$ cat config.mk
export PLATFORM = sky130hd
export DESIGN_NAME = writeback_queue
export DESIGN_NICKNAME = d
export VERILOG_FILES = /design/src/rtl/writeback_queue.sv
export SDC_FILE = /design/constraint.sdc
export NUM_CORES = 1
export LEC_CHECK = 0
export CAP_MARGIN = 20
export CORE_ASPECT_RATIO = 1.1
export CORE_MARGIN = 5
export CORE_UTILIZATION = 56
export DETAILED_ROUTE_END_ITERATION = 7
export GPL_TIMING_DRIVEN = 0
export PLACE_DENSITY = 0.81
export SLEW_MARGIN = 20
export SYNTH_ARGS = -nofsm -noshare
export SYNTH_HDL_FRONTEND = slang
export SYNTH_SLANG_ARGS = --single-unit
$ cat constraint.sdc
create_clock -name clock -period 4.5 [get_ports clock]
set_input_delay 1.35 -clock clock [delete_from_list [all_inputs] [get_ports clock]]
set_output_delay 1.35 -clock clock [all_outputs]
set_load 0.05 [all_outputs]
$ cat src/rtl/writeback_queue.sv
// In-order writeback FIFO between execute/memory stages and the 8x16 register bank.
// Optional combinational read bypass is enabled with `define FORWARD_EN.
module writeback_queue #(
  parameter int DATA_W       = 16,
  parameter int REG_ADDR_W   = 3,
  parameter int DEPTH        = 4,
  parameter int R0_HARDWIRED = 1
) (
  input  logic                          clock,
  input  logic                          reset_n,
  input  logic                          alu_valid,
  input  logic [REG_ADDR_W-1:0]         alu_rd,
  input  logic [DATA_W-1:0]             alu_data,
  output logic                          alu_ready,
  input  logic                          mem_valid,
  input  logic [REG_ADDR_W-1:0]         mem_rd,
  input  logic [DATA_W-1:0]             mem_data,
  output logic                          mem_ready,
  input  logic                          hold,
  output logic                          RegWrite,
  output logic [REG_ADDR_W-1:0]         rd,
  output logic [DATA_W-1:0]             dataToWrite,
  output logic [(2**REG_ADDR_W)-1:0]    pending,
`ifdef FORWARD_EN
  input  logic [REG_ADDR_W-1:0]         fwd_rs,
  input  logic [REG_ADDR_W-1:0]         fwd_rt,
  output logic                          fwd_hit1,
  output logic                          fwd_hit2,
  output logic [DATA_W-1:0]             fwd_data1,
  output logic [DATA_W-1:0]             fwd_data2,
`endif
  output logic [$clog2(DEPTH):0]        count
);

  localparam int PTR_W = $clog2(DEPTH);
  localparam int CNT_W = PTR_W + 1;
  localparam int NREG  = 2**REG_ADDR_W;

  // Handshake: a producer transfer happens on a posedge where valid && ready;
  // ready depends only on registered occupancy and mem_valid, never on pops.

  logic [REG_ADDR_W-1:0] rd_q   [DEPTH];
  logic [DATA_W-1:0]     data_q [DEPTH];
  logic [PTR_W-1:0]      wr_ptr;
  logic [PTR_W-1:0]      rd_ptr;

  logic             mem_acc, alu_acc;
  logic             mem_push, alu_push;
  logic             pop;
  logic [PTR_W-1:0] alu_slot;
  logic [CNT_W-1:0] count_next;

  assign mem_ready = (count < CNT_W'(DEPTH));
  assign alu_ready = (count <= CNT_W'(DEPTH - 2)) || ((count < CNT_W'(DEPTH)) && !mem_valid);

  assign mem_acc  = mem_valid && mem_ready;
  assign alu_acc  = alu_valid && alu_ready;
  // Writes to r0 complete the handshake but are dropped when r0 is hardwired.
  assign mem_push = mem_acc && !((R0_HARDWIRED != 0) && (mem_rd == '0));
  assign alu_push = alu_acc && !((R0_HARDWIRED != 0) && (alu_rd == '0));
  assign pop      = !hold && (count != '0);

  // The mem entry is older, so the alu entry lands in the slot after it.
  assign alu_slot   = wr_ptr + PTR_W'(mem_push);
  assign count_next = count + CNT_W'(mem_push) + CNT_W'(alu_push) - CNT_W'(pop);

  always_ff @(posedge clock) begin
    if (!reset_n) begin
      wr_ptr      <= '0;
      rd_ptr      <= '0;
      count       <= '0;
      RegWrite    <= 1'b0;
      rd          <= '0;
      dataToWrite <= '0;
      for (int i = 0; i < DEPTH; i++) begin
        rd_q[i]   <= '0;
        data_q[i] <= '0;
      end
    end else begin
      if (mem_push) begin
        rd_q[wr_ptr]   <= mem_rd;
        data_q[wr_ptr] <= mem_data;
      end
      if (alu_push) begin
        rd_q[alu_slot]   <= alu_rd;
        data_q[alu_slot] <= alu_data;
      end
      wr_ptr   <= wr_ptr + PTR_W'(mem_push) + PTR_W'(alu_push);
      count    <= count_next;
      RegWrite <= pop;
      if (pop) begin
        rd          <= rd_q[rd_ptr];
        dataToWrite <= data_q[rd_ptr];
        rd_ptr      <= rd_ptr + PTR_W'(1);
      end
    end
  end

  // Occupied entries are the count slots starting at rd_ptr.
  always_comb begin
    pending = '0;
    for (int k = 0; k < DEPTH; k++) begin
      if (k < int'(count)) begin
        pending[rd_q[rd_ptr + PTR_W'(k)]] = 1'b1;
      end
    end
    if (RegWrite) begin
      pending[rd] = 1'b1;
    end
    if (R0_HARDWIRED != 0) begin
      pending[0] = 1'b0;
    end
  end

`ifdef FORWARD_EN
  // Walk oldest to newest so the youngest matching entry wins; the output
  // stage is older than anything still in the FIFO.
  always_comb begin
    fwd_hit1  = pending[fwd_rs];
    fwd_hit2  = pending[fwd_rt];
    fwd_data1 = '0;
    fwd_data2 = '0;
    if (RegWrite && (rd == fwd_rs)) fwd_data1 = dataToWrite;
    if (RegWrite && (rd == fwd_rt)) fwd_data2 = dataToWrite;
    for (int k = 0; k < DEPTH; k++) begin
      if (k < int'(count)) begin
        if (rd_q[rd_ptr + PTR_W'(k)] == fwd_rs) fwd_data1 = data_q[rd_ptr + PTR_W'(k)];
        if (rd_q[rd_ptr + PTR_W'(k)] == fwd_rt) fwd_data2 = data_q[rd_ptr + PTR_W'(k)];
      end
    end
    if (!fwd_hit1) fwd_data1 = '0;
    if (!fwd_hit2) fwd_data2 = '0;
  end
`endif

endmodule

==> results of run 1 <==
## state kept, by name, indices dropped and copies added (netlist names), named ones only
register and flops:
RegWrite 1, count 3, dataToWrite 16, data_q 64, rd 3, rd_ptr 2, rd_q 12, wr_ptr 2
## layout make-up
class	instances	area (sq um)	share of cell area, %
tap	143	179	2.51
sequential	105	2860	40.2
multi-input combinational	346	2750	38.6
buffer	31	143	2.00
clock buffer	9	225	3.16
timing repair buffer	80	791	11.1
inverter	31	116	1.63
clock inverter	7	58.8	0.826
## synth_stat cells, types with 2 or more instances
master                      instances
sky130_fd_sc_hd__nor2_1            10
sky130_fd_sc_hd__o21ai_0            2
sky130_fd_sc_hd__nor2b_1            8
sky130_fd_sc_hd__ha_1               5
sky130_fd_sc_hd__nor3_1             3
sky130_fd_sc_hd__xor2_1             2
sky130_fd_sc_hd__mux4_1             5
sky130_fd_sc_hd__edfxtp_1          76
sky130_fd_sc_hd__xnor2_1            3
sky130_fd_sc_hd__clkbuf_1          16
sky130_fd_sc_hd__a32oi_1            5
sky130_fd_sc_hd__mux2i_1           76
sky130_fd_sc_hd__nor4b_1            2
sky130_fd_sc_hd__a21oi_1            2
sky130_fd_sc_hd__or2_2              2
sky130_fd_sc_hd__inv_1             31
sky130_fd_sc_hd__dfxtp_1           29
sky130_fd_sc_hd__nand2b_1           4
sky130_fd_sc_hd__nand3_1            8
sky130_fd_sc_hd__nand2_1          121
sky130_fd_sc_hd__nand4_1            8
sky130_fd_sc_hd__and2_1             8
sky130_fd_sc_hd__buf_1              2
sky130_fd_sc_hd__or3_1              3
sky130_fd_sc_hd__o2111ai_1          4
sky130_fd_sc_hd__mux4_2            23
sky130_fd_sc_hd__a21boi_0          21
sky130_fd_sc_hd__buf_2             11
sky130_fd_sc_hd__nand3b_1           6
sky130_fd_sc_hd__fa_1               2
## metrics by stage
step	std cells	setup slack (ns)	TNS (ns)	power, uW
6_report	752	0.149	0	3740
5_1_grt	752	0.0303	0	3900
4_1_cts	750	0.0285	0	3730
3_5_place_dp	730	-0.660	-36.85	2970
3_3_place_gp	729	-1.04	-44.90	2910
2_1_floorplan	513	0.516	0	2480
## what timing repair did
action	in CTS	in global routing
buffers inserted	4	2
pin swaps	0	0
endpoints found under the hold margin	0	0
resized for setup	3	3
setup endpoints to repair	58	40
## worst reg2reg max path: stages, from the launching register on
cell and delay [ns]:
sky130_fd_sc_hd__dfxtp_1 0.33, sky130_fd_sc_hd__clkbuf_1 0.32, sky130_fd_sc_hd__nor3_1 0.15, sky130_fd_sc_hd__or2_2 0.32
sky130_fd_sc_hd__inv_1 0.11, sky130_fd_sc_hd__clkbuf_1 0.60, sky130_fd_sc_hd__ha_1 0.37, sky130_fd_sc_hd__fa_1 0.37
sky130_fd_sc_hd__inv_1 0.09, sky130_fd_sc_hd__fa_1 0.40, sky130_fd_sc_hd__and2_1 0.16
## power by group
group / switching, uW / internal, uW / total (uW)
registers: 102 / 1280 / 1380
logic: 977 / 616 / 1590
clock network: 383 / 386 / 769
total: 1460 / 2280 / 3740
## kinds of logic (layout without fill, tap and decap cells)
family                   after synthesis  count (layout)  synth area share (%)
buffers and inverters                 62             158                  4.40
multiplexers                         104             104                  24.1
AO/OA/AOI/OAI                         39              39                  5.05
flip-flops                           105             105                  48.9
XOR/XNOR                               5               5                 0.748
AND/OR/NAND/NOR                      190             190                  15.0
other                                  1               1                0.0641
adder cells (fa/ha/maj)                7               7                  1.75
## metal layers
metal,wire [um],part of all wire [%],GRT usage (%),vias up
met5,0,0,0,-
met4,534,3.7,12.4,0
met3,944,6.5,3.62,50
met2,7670,53,43.4,208
met1,5440,37,27.2,2135
li1,-,-,-,2033
## cell usage in the layout (no fill, tap or decap), types with 10 or more instances in the layout
cell type	instances
sky130_fd_sc_hd__a21boi_0	21
sky130_fd_sc_hd__buf_2	11
sky130_fd_sc_hd__clkbuf_1	16
sky130_fd_sc_hd__clkdlybuf4s50_1	70
sky130_fd_sc_hd__dfxtp_1	29
sky130_fd_sc_hd__edfxtp_1	76
sky130_fd_sc_hd__inv_1	31
sky130_fd_sc_hd__mux2i_1	76
sky130_fd_sc_hd__mux4_2	23
sky130_fd_sc_hd__nand2_1	121
sky130_fd_sc_hd__nor2_1	10
## worst max path at each step
| stage | from | end | slack, ns | depth (start not counted) |
|---|---|---|---|---|
| after floorplan | mem_rd[1] | data_q[3][0] | 0.52 | 8 |
| after global placement | mem_rd[1] | data_q[3][4] | -1.04 | 9 |
| after detailed placement | mem_rd[1] | data_q[3][10] | -0.66 | 9 |
| after CTS | mem_rd[1] | data_q[3][2] | 0.03 | 9 |
| after global routing | count[2] | pending[7] | 0.03 | 8 |
| final | count[2] | pending[7] | 0.15 | 8 |
==> results.txt, run 1 <==
result of the run -> finished, final reports clean
antenna violations before repair -> 0
clock edge transition at the registers on the reported setup and hold paths -> 0.07 ns
Final Cell Area -> 7120 sq um
Placed Instance Area -> 6780 sq um
nature of the critical path endpoint -> output port
number of nets in the finished design -> 654
routed wire length per instance -> 19.4 um
via count of the first global-routing pass -> 4546
initial core utilization -> 56.8%
Clock Sinks -> 105
Core Footprint -> 10300 sq um
highest clock rate -> 0.230 GHz
Total Routed Length -> 14.6 mm
worst r2r src -> count[2]
sequential cell area fraction in the yosys report -> 48.9%
cell type of the slowest stage on the worst timing path -> sky130_fd_sc_hd__clkdlybuf4s50_1
Final Max Tran Viols -> 0
buffers added on ports -> 73
Final GP Congestion -> 0.887
first-pass detailed-route iteration total -> 8
number of buffers between clock root and the deepest sink -> 2
total I/O pin count -> 76
Worst path max stage delay -> 0.81 ns
hold-critical path endpoint -> dataToWrite[2]
cell area after technology mapping -> 5850 sq um
count of warnings emitted by yosys -> 0
Post-Synthesis Cells -> 513
number of stages on the worst hold path -> 2
area of the die -> 12600 sq um
FP Rows -> 39
number of buffers added by the clock tree synthesis step -> 9
Post-synth top flop -> sky130_fd_sc_hd__edfxtp_1
cell-by-cell listing of the critical path -> clkbuf_1 -> inv_1 -> ha_1 -> inv_1 -> o21ai_0 -> a2bb2oi_1 -> nand4_1 -> clkdlybuf4s50_1
CTS root buf -> sky130_fd_sc_hd__clkbuf_16
fraction of synthesized cell area taken by the top area cell type -> 39.0%
Congestion Overflow GR -> 0
CP most frequent cell -> sky130_fd_sc_hd__inv_1
count of unresolved DRC violations after routing -> 0
static power due to leakage -> 0.00306 uW
average instance area after synthesis -> 11.4 sq um
peak supply drop -> 413 uV
routed vias/inst -> 5.89
final critical path time including I/O delays and setup -> 4.35 ns
post-synthesis cell type count -> 45
area added between synthesis and finish -> 21.7%
crit share post-route -> 96.7%
worst clock skew -> 0.00968 ns
Worst R2R End -> count[1]
clock tree from TritonCTS -> yes
critical path type -> flip-flop to output port
Horiz. Die Dim -> 107 um
CTS H-tree depth -> 3
via count -> 4426
Slew headroom -> 40.7%
areal power density over the cells -> 525 nW/um^2
wire length of the first global-routing pass -> 22.5 mm
max_cap viols -> 0
total track usage -> 23.8%
cell taking the most area after synthesis -> sky130_fd_sc_hd__edfxtp_1
maximum number of pins on one net before global-route repair -> 20
post-route ant nets -> 0
type of element launching the critical path -> flip-flop
worst slew pin tran -> 0.886 ns
maximum fanout along the worst path -> 8
final-layout fill cell count -> 761
iteration-0 DRC count of the detailed router -> 402
hold violation total from the final report -> 0
RSZ-0062 raised after global routing -> false
proportion of register bits with asynchronous set or reset after synthesis -> 0%
R2R cell count -> 10
Fin Hold WS -> 0.464 ns
final setup violation count -> 0
worst endpoint required time -> 3.15 ns
post-synthesis register bit count -> 105
floorplan die height -> 117 um
hold_sp -> dataToWrite[2]
crit path buf inv count -> 4
Inserted Diodes -> 0
nets in the synthesized netlist -> 563
Clock Latency Late Sink -> 0.36 ns
cts-stage hold buffer count -> 0
dpl hpwl -> 10.2 mm
share of cells above drive strength 1 -> 10.5%
kind of path behind the tightest hold check -> flip-flop to flip-flop
R2R setup slack -> 1.18 ns
leading post-synthesis cells by cell area -> sky130_fd_sc_hd__edfxtp_1, sky130_fd_sc_hd__mux2i_1, sky130_fd_sc_hd__dfxtp_1
number of synthesized flops with an enable pin -> 76
crit-path leading delay family -> buffers and inverters
Post-Route Utilization -> 69.2%
critical path arrival -> 3.00 ns
Note: power is estimated with default switching activity, not from simulation.
==> run 2: changes to the inputs <==
Settings changed: CORE_UTILIZATION 56 to 35, CTS_CLUSTER_DIAMETER set to 200, PLACE_DENSITY 0.81 to unset.
==> run 2 against run 1 <==
Against the previous run: setup slack improved by 0.033 ns; critical path depth down 1; largest power group unchanged; clock skew is 0.0029 ns lower; utilization shrank 25 points; cell count rose by 7.8%; fmax up 0.76%; flip-flop and latch count stayed put; register-to-register slack is essentially flat; design area grew 1.8%; clock-buffer cell count unchanged; combinational power is essentially flat; global-route usage is 8.1 points lower.
==> results.txt, run 2 (synthesis gave the netlist of run 1 again) <==
RSZ-0062 raised after global routing -> false
critical path arrival -> 2.97 ns
initial core utilization -> 35.8%
Largest register FFs -> 64
total I/O pin count -> 76
post-route ant nets -> 0
via count of the first global-routing pass -> 4338
number of buffers added by the clock tree synthesis step -> 9
iteration-0 DRC count of the detailed router -> 353
number of buffers between clock root and the deepest sink -> 2
Inserted Diodes -> 0
routed wire length per instance -> 18.6 um
worst slew pin tran -> 0.815 ns
CTS root buf -> sky130_fd_sc_hd__clkbuf_16
most common library cell in the layout ignoring fill and taps -> sky130_fd_sc_hd__nand2_1
max_cap viols -> 0
FP Rows -> 49
Slew headroom -> 45.5%
Congestion Overflow GR -> 0
crit share post-route -> 96.0%
dpl hpwl -> 11.4 mm
CTS H-tree depth -> 3
Clock Latency Late Sink -> 0.35 ns
Placed Instance Area -> 6900 sq um
area added between synthesis and finish -> 23.9%
clock tree from TritonCTS -> yes
buffers added on ports -> 73
clock edge transition at the registers on the reported setup and hold paths -> 0.07 ns
total track usage -> 15.7%
result of the run -> finished, final reports clean
type of element launching the critical path -> flip-flop
Total Negative Setup Slacks -> 0 ns
worst endpoint required time -> 3.15 ns
largest register by flop count -> data_q
maximum number of pins on one net before global-route repair -> 19
Horiz. Die Dim -> 133 um
routed vias/inst -> 5.19
largest registers in the final layout -> data_q (64), dataToWrite (16), rd_q (12)
Core Footprint -> 16400 sq um
count of unresolved DRC violations after routing -> 0
Clock Sinks -> 105
critical path type -> flip-flop to output port
Total Routed Length -> 15.1 mm
Final Cell Area -> 7250 sq um
antenna violations before repair -> 0
kind of path behind the tightest hold check -> flip-flop to flip-flop
nature of the critical path endpoint -> output port
Final Max Tran Viols -> 0
highest-count cells in the layout ignoring fill and taps -> sky130_fd_sc_hd__nand2_1, sky130_fd_sc_hd__mux2i_1, sky130_fd_sc_hd__edfxtp_1
peak supply drop -> 215 uV
number of nets in the finished design -> 652
final-layout fill cell count -> 1509
areal power density over the cells -> 528 nW/um^2
maximum fanout along the worst path -> 8
final setup violation count -> 0
final critical path time including I/O delays and setup -> 4.32 ns
first-pass detailed-route iteration total -> 4
static power due to leakage -> 0.00309 uW
Final GP Congestion -> 0.832
share of cells above drive strength 1 -> 10.4%
area of the die -> 19400 sq um
highest clock rate -> 0.232 GHz
floorplan die height -> 146 um
via count -> 4207
worst clock skew -> 0.00682 ns
hold violation total from the final report -> 0
wire length of the first global-routing pass -> 23.8 mm
run 2: worst max-delay path, cell delays in order, from the launching register on:
cell,delay [ns]
sky130_fd_sc_hd__dfxtp_1,0.33
sky130_fd_sc_hd__clkbuf_1,0.34
sky130_fd_sc_hd__inv_1,0.20
sky130_fd_sc_hd__ha_1,0.24
sky130_fd_sc_hd__a211oi_1,0.46
sky130_fd_sc_hd__nand3b_1,0.14
sky130_fd_sc_hd__nand4_1,0.11
sky130_fd_sc_hd__clkdlybuf4s50_1,0.81
run 2: report_power, final:
part / total (uW) / internal [uW] / switching (uW)
clock network: 860 / 494 / 366
logic: 1600 / 620 / 977
registers: 1370 / 1280 / 99.0
total: 3830 / 2390 / 1440
run 2: metrics by stage:
step | utilization (%) | setup slack (ns) | hold slack, ns | std cells | total power (uW)
after global routing | 44.3 | 0.0103 | 0.489 | 811 | 4040
after CTS | 44.2 | 0.0147 | 0.472 | 810 | 3860
after global placement | 41.8 | -1.06 | 0.457 | 790 | 2950
final | 44.3 | 0.182 | 0.467 | 811 | 3830
after detailed placement | 42.1 | -0.775 | 0.462 | 794 | 3000
after floorplan | - | 0.516 | 0.679 | 513 | 2480
run 2: cell type report:
class / count / area [sq um] / share of cell area, %
Multi-Input combinational cell: 346 / 2740 / 37.8
Inverter: 31 / 116 / 1.60
Clock inverter: 7 / 101 / 1.40
Tap cell: 204 / 255 / 3.52
Sequential cell: 105 / 2860 / 39.5
Clock buffer: 9 / 225 / 3.11
Buffer: 31 / 143 / 1.97
Timing Repair Buffer: 78 / 806 / 11.1
run 2: path summary, 6_finish.rpt:
| path | slack, ns | endpoint | from | cells past startpoint |
|---|---|---|---|---|
| min reg2reg | 0.47 | dataToWrite[12] | dataToWrite[12] | 2 |
| max | 0.18 | pending[2] | count[2] | 7 |
| max reg2reg | 1.19 | data_q[2][2] | count[2] | 9 |
| min | 0.47 | dataToWrite[12] | dataToWrite[12] | 2 |
run 2: per-layer routing:
layer / vias up / track usage, % / share of wire [%]
li1: 2029 / - / -
met1: 2034 / 19.3 / 43
met2: 124 / 27.5 / 51
met3: 20 / 2.94 / 4.4
met4: 0 / 5.30 / 2.3
met5: - / 0 / 0
run 2: what timing repair did:
| item | CTS | global route |
|---|---|---|
| endpoints found under the hold margin | 0 | 0 |
| buffers inserted | 0 | 1 |
| resized for setup | 3 | 4 |
| hold buffers | 0 | 0 |
| setup endpoints to repair | 21 | 36 |
==> run 3: changes to the inputs <==
Settings changed: ABC_AREA set to 1, CORE_MARGIN 5 to 1.
==> run 3 against run 2 <==
Against the previous run: setup slack improved by 0.11 ns; cell count up 42%; routed wire length increased by 34%; via count rose by 41%; total power grew 14%; die area decreased by 5.4%; clock power down 12%; register-to-register slack gained 0.30 ns; fmax rose by 2.7%; design area increased by 4.7%; combinational power is 36% higher; largest cell class unchanged; largest power group unchanged; highest routed layer unchanged.
==> results.txt, run 3 <==
number of buffers added by the clock tree synthesis step -> 9
Worst path max stage delay -> 0.83 ns
Multi-input gate area -> 2780 sq um
via count -> 5925
share of total power in sequential cells -> 32.9%
final critical path time including I/O delays and setup -> 4.21 ns
maximum number of pins on one net before global-route repair -> 20
cell taking the most area after synthesis -> sky130_fd_sc_hd__edfxtp_1
number of buffers between clock root and the deepest sink -> 2
cell type of the slowest stage on the worst timing path -> sky130_fd_sc_hd__clkdlybuf4s50_1
setup bufs post-CTS -> 0
Total Routed Length -> 20.2 mm
CTS root buf -> sky130_fd_sc_hd__clkbuf_16
Final Max Tran Viols -> 0
Core Footprint -> 17200 sq um
post-route ant nets -> 0
Congestion Overflow GR -> 0
post-synthesis register bit count -> 105
number of synthesized flops with an enable pin -> 76
number of nets in the finished design -> 964
crit share post-route -> 93.5%
Clock Sinks -> 105
final setup violation count -> 0
largest register by flop count -> data_q
result of the run -> finished, final reports clean
cts-stage hold buffer count -> 0
proportion of register bits with asynchronous set or reset after synthesis -> 0%
top cell types by occurrence after synthesis -> sky130_fd_sc_hd__nand2_1, sky130_fd_sc_hd__nor2_1, sky130_fd_sc_hd__inv_1
Total Negative Setup Slacks -> 0 ns
net switching fraction of the power -> 46.1%
cell-by-cell listing of the critical path -> clkdlybuf4s50_1 -> inv_1 -> nand2_1 -> nand3_2 -> clkdlybuf4s50_1
Post-Synthesis Cells -> 824
first-pass detailed-route iteration total -> 5
critical path arrival -> 2.86 ns
post-synthesis cell type count -> 33
count of warnings emitted by yosys -> 0
Largest register FFs -> 64
FP Rows -> 50
highest clock rate -> 0.238 GHz
clock edge transition at the registers on the reported setup and hold paths -> 0.07 ns
fraction of synthesized cell area taken by the top area cell type -> 36.6%
Gates resized, CTS repair -> 0
via count of the first global-routing pass -> 5356
Clock Power Share -> 17.3%
worst clock skew -> 0.00773 ns
nets in the synthesized netlist -> 874
Fin Hold WS -> 0.549 ns
Slew headroom -> 47.1%
CP most frequent cell -> sky130_fd_sc_hd__clkdlybuf4s50_1
static power due to leakage -> 0.00322 uW
average instance area after synthesis -> 7.57 sq um
largest registers in the final layout -> data_q (64), dataToWrite (16), rd_q (12)
combinational power share -> 49.8%
max_cap viols -> 0
CTS H-tree depth -> 3
hold violation total from the final report -> 0
type of element launching the critical path -> primary input
count leader, synth -> sky130_fd_sc_hd__nand2_1
area added between synthesis and finish -> 21.8%
worst endpoint required time -> 3.15 ns
critical path type -> primary input to output port
worst slew pin tran -> 0.793 ns
P_sw -> 2010 uW
highest-count cells in the layout ignoring fill and taps -> sky130_fd_sc_hd__nand2_1, sky130_fd_sc_hd__nor2_1, sky130_fd_sc_hd__inv_1
sequential cell area fraction in the yosys report -> 45.9%
most common library cell in the layout ignoring fill and taps -> sky130_fd_sc_hd__nand2_1
areal power density over the cells -> 575 nW/um^2
routed wire length per instance -> 17.5 um
RSZ-0062 raised after global routing -> false
routed vias/inst -> 5.14
total I/O pin count -> 76
Horiz. Die Dim -> 129 um
floorplan die height -> 142 um
final-layout fill cell count -> 1746
peak supply drop -> 254 uV
initial core utilization -> 36.3%
antenna violations before repair -> 0
Post-synth top flop -> sky130_fd_sc_hd__edfxtp_1
internal power contribution -> 2350 uW
Final GP Congestion -> 0.903
Clock Latency Late Sink -> 0.36 ns
wire length of the first global-routing pass -> 30.8 mm
cell area after technology mapping -> 6240 sq um
Sequential Area -> 2860 sq um
share of cells above drive strength 1 -> 7.51%
kind of path behind the tightest hold check -> flip-flop to flip-flop
total track usage -> 22.8%
leading post-synthesis cells by cell area -> sky130_fd_sc_hd__edfxtp_1, sky130_fd_sc_hd__nand2_1, sky130_fd_sc_hd__dfxtp_1
buffers added on ports -> 73
nature of the critical path endpoint -> output port
iteration-0 DRC count of the detailed router -> 520
count of unresolved DRC violations after routing -> 0
dpl hpwl -> 14.1 mm
area of the die -> 18400 sq um
Inserted Diodes -> 0
maximum fanout along the worst path -> 6
clock tree from TritonCTS -> yes
-- run 3: changes by cell type after synthesis, moves of 39 or more --
| cell | delta |
|---|---|
| sky130_fd_sc_hd__nor2_1 | +73 |
| sky130_fd_sc_hd__inv_1 | +47 |
| sky130_fd_sc_hd__nor3_1 | +39 |
| sky130_fd_sc_hd__o21ai_0 | +73 |
| sky130_fd_sc_hd__nand2_1 | +121 |
| sky130_fd_sc_hd__mux2i_1 | -76 |
-- run 3: logic make-up after synthesis --
group                      Yosys count  share of synthesized area (%)
DFF                                105                           45.9
adders and majority gates            7                           1.64
buffers and inverters              135                           9.69
xor gates and xnor gates             4                          0.562
and+or+nand+nor                    434                           29.1
AOI/OAI and AO/OA                  138                           13.1
other                                1                         0.0601
-- run 3: layout make-up --
cell class	instances	area share [%]
repair buffers	79	10.3
multi-input cells	584	36.6
clock buffers	14	3.48
well taps	234	3.85
inverters	84	4.15
plain buffers	51	3.80
flip-flops and latches	105	37.7
clock inverters	2	0.165
-- run 3: routing by layer --
layer | global-route usage (%) | share of wire (%) | vias to the layer above
met4 | 5.57 | 1.6 | 0
met5 | 0 | 0 | -
met3 | 3.50 | 5.2 | 22
met1 | 31.3 | 45 | 2775
met2 | 37.4 | 48 | 191
li1 | - | - | 2937
-- run 3: final timing paths --
kind                   startpoint               to  slack (ns)  cells past startpoint
hold reg to reg   dataToWrite[11]  dataToWrite[11]        0.55                      2
setup reg to reg         count[2]         count[1]        1.49                      9
hold / removal    dataToWrite[11]  dataToWrite[11]        0.55                      2
setup / recovery        mem_valid        alu_ready        0.29                      5
-- run 3: critical path: cells and delay by family --
family | cells | cell delay [ns]
AND/OR/NAND/NOR | 2 | 0.21
buffers and inverters | 3 | 1.30
-- run 3: power groups by stage --
| stage | logic, uW | clock network (uW) | registers (uW) |
|---|---|---|---|
| floorplan | 1230 | 0 | 1640 |
| global placement | 2130 | 0 | 1460 |
| detailed placement | 2160 | 0 | 1460 |
| CTS | 2160 | 757 | 1440 |
| global route | 2360 | 791 | 1460 |
| finish | 2170 | 753 | 1440 |
-- run 3: stage by stage --
step | setup slack, ns | total power (uW) | instance area [sq um] | util, % | std cells
2_1_floorplan | 1.02 | 2870 | 6240 | - | 824
3_3_place_gp | -0.431 | 3590 | 7260 | 42.2 | 1131
3_5_place_dp | 0.142 | 3620 | 7320 | 42.5 | 1137
4_1_cts | 0.280 | 4360 | 7600 | 44.2 | 1153
5_1_grt | 0.239 | 4610 | 7600 | 44.2 | 1153
6_report | 0.294 | 4360 | 7600 | 44.2 | 1153
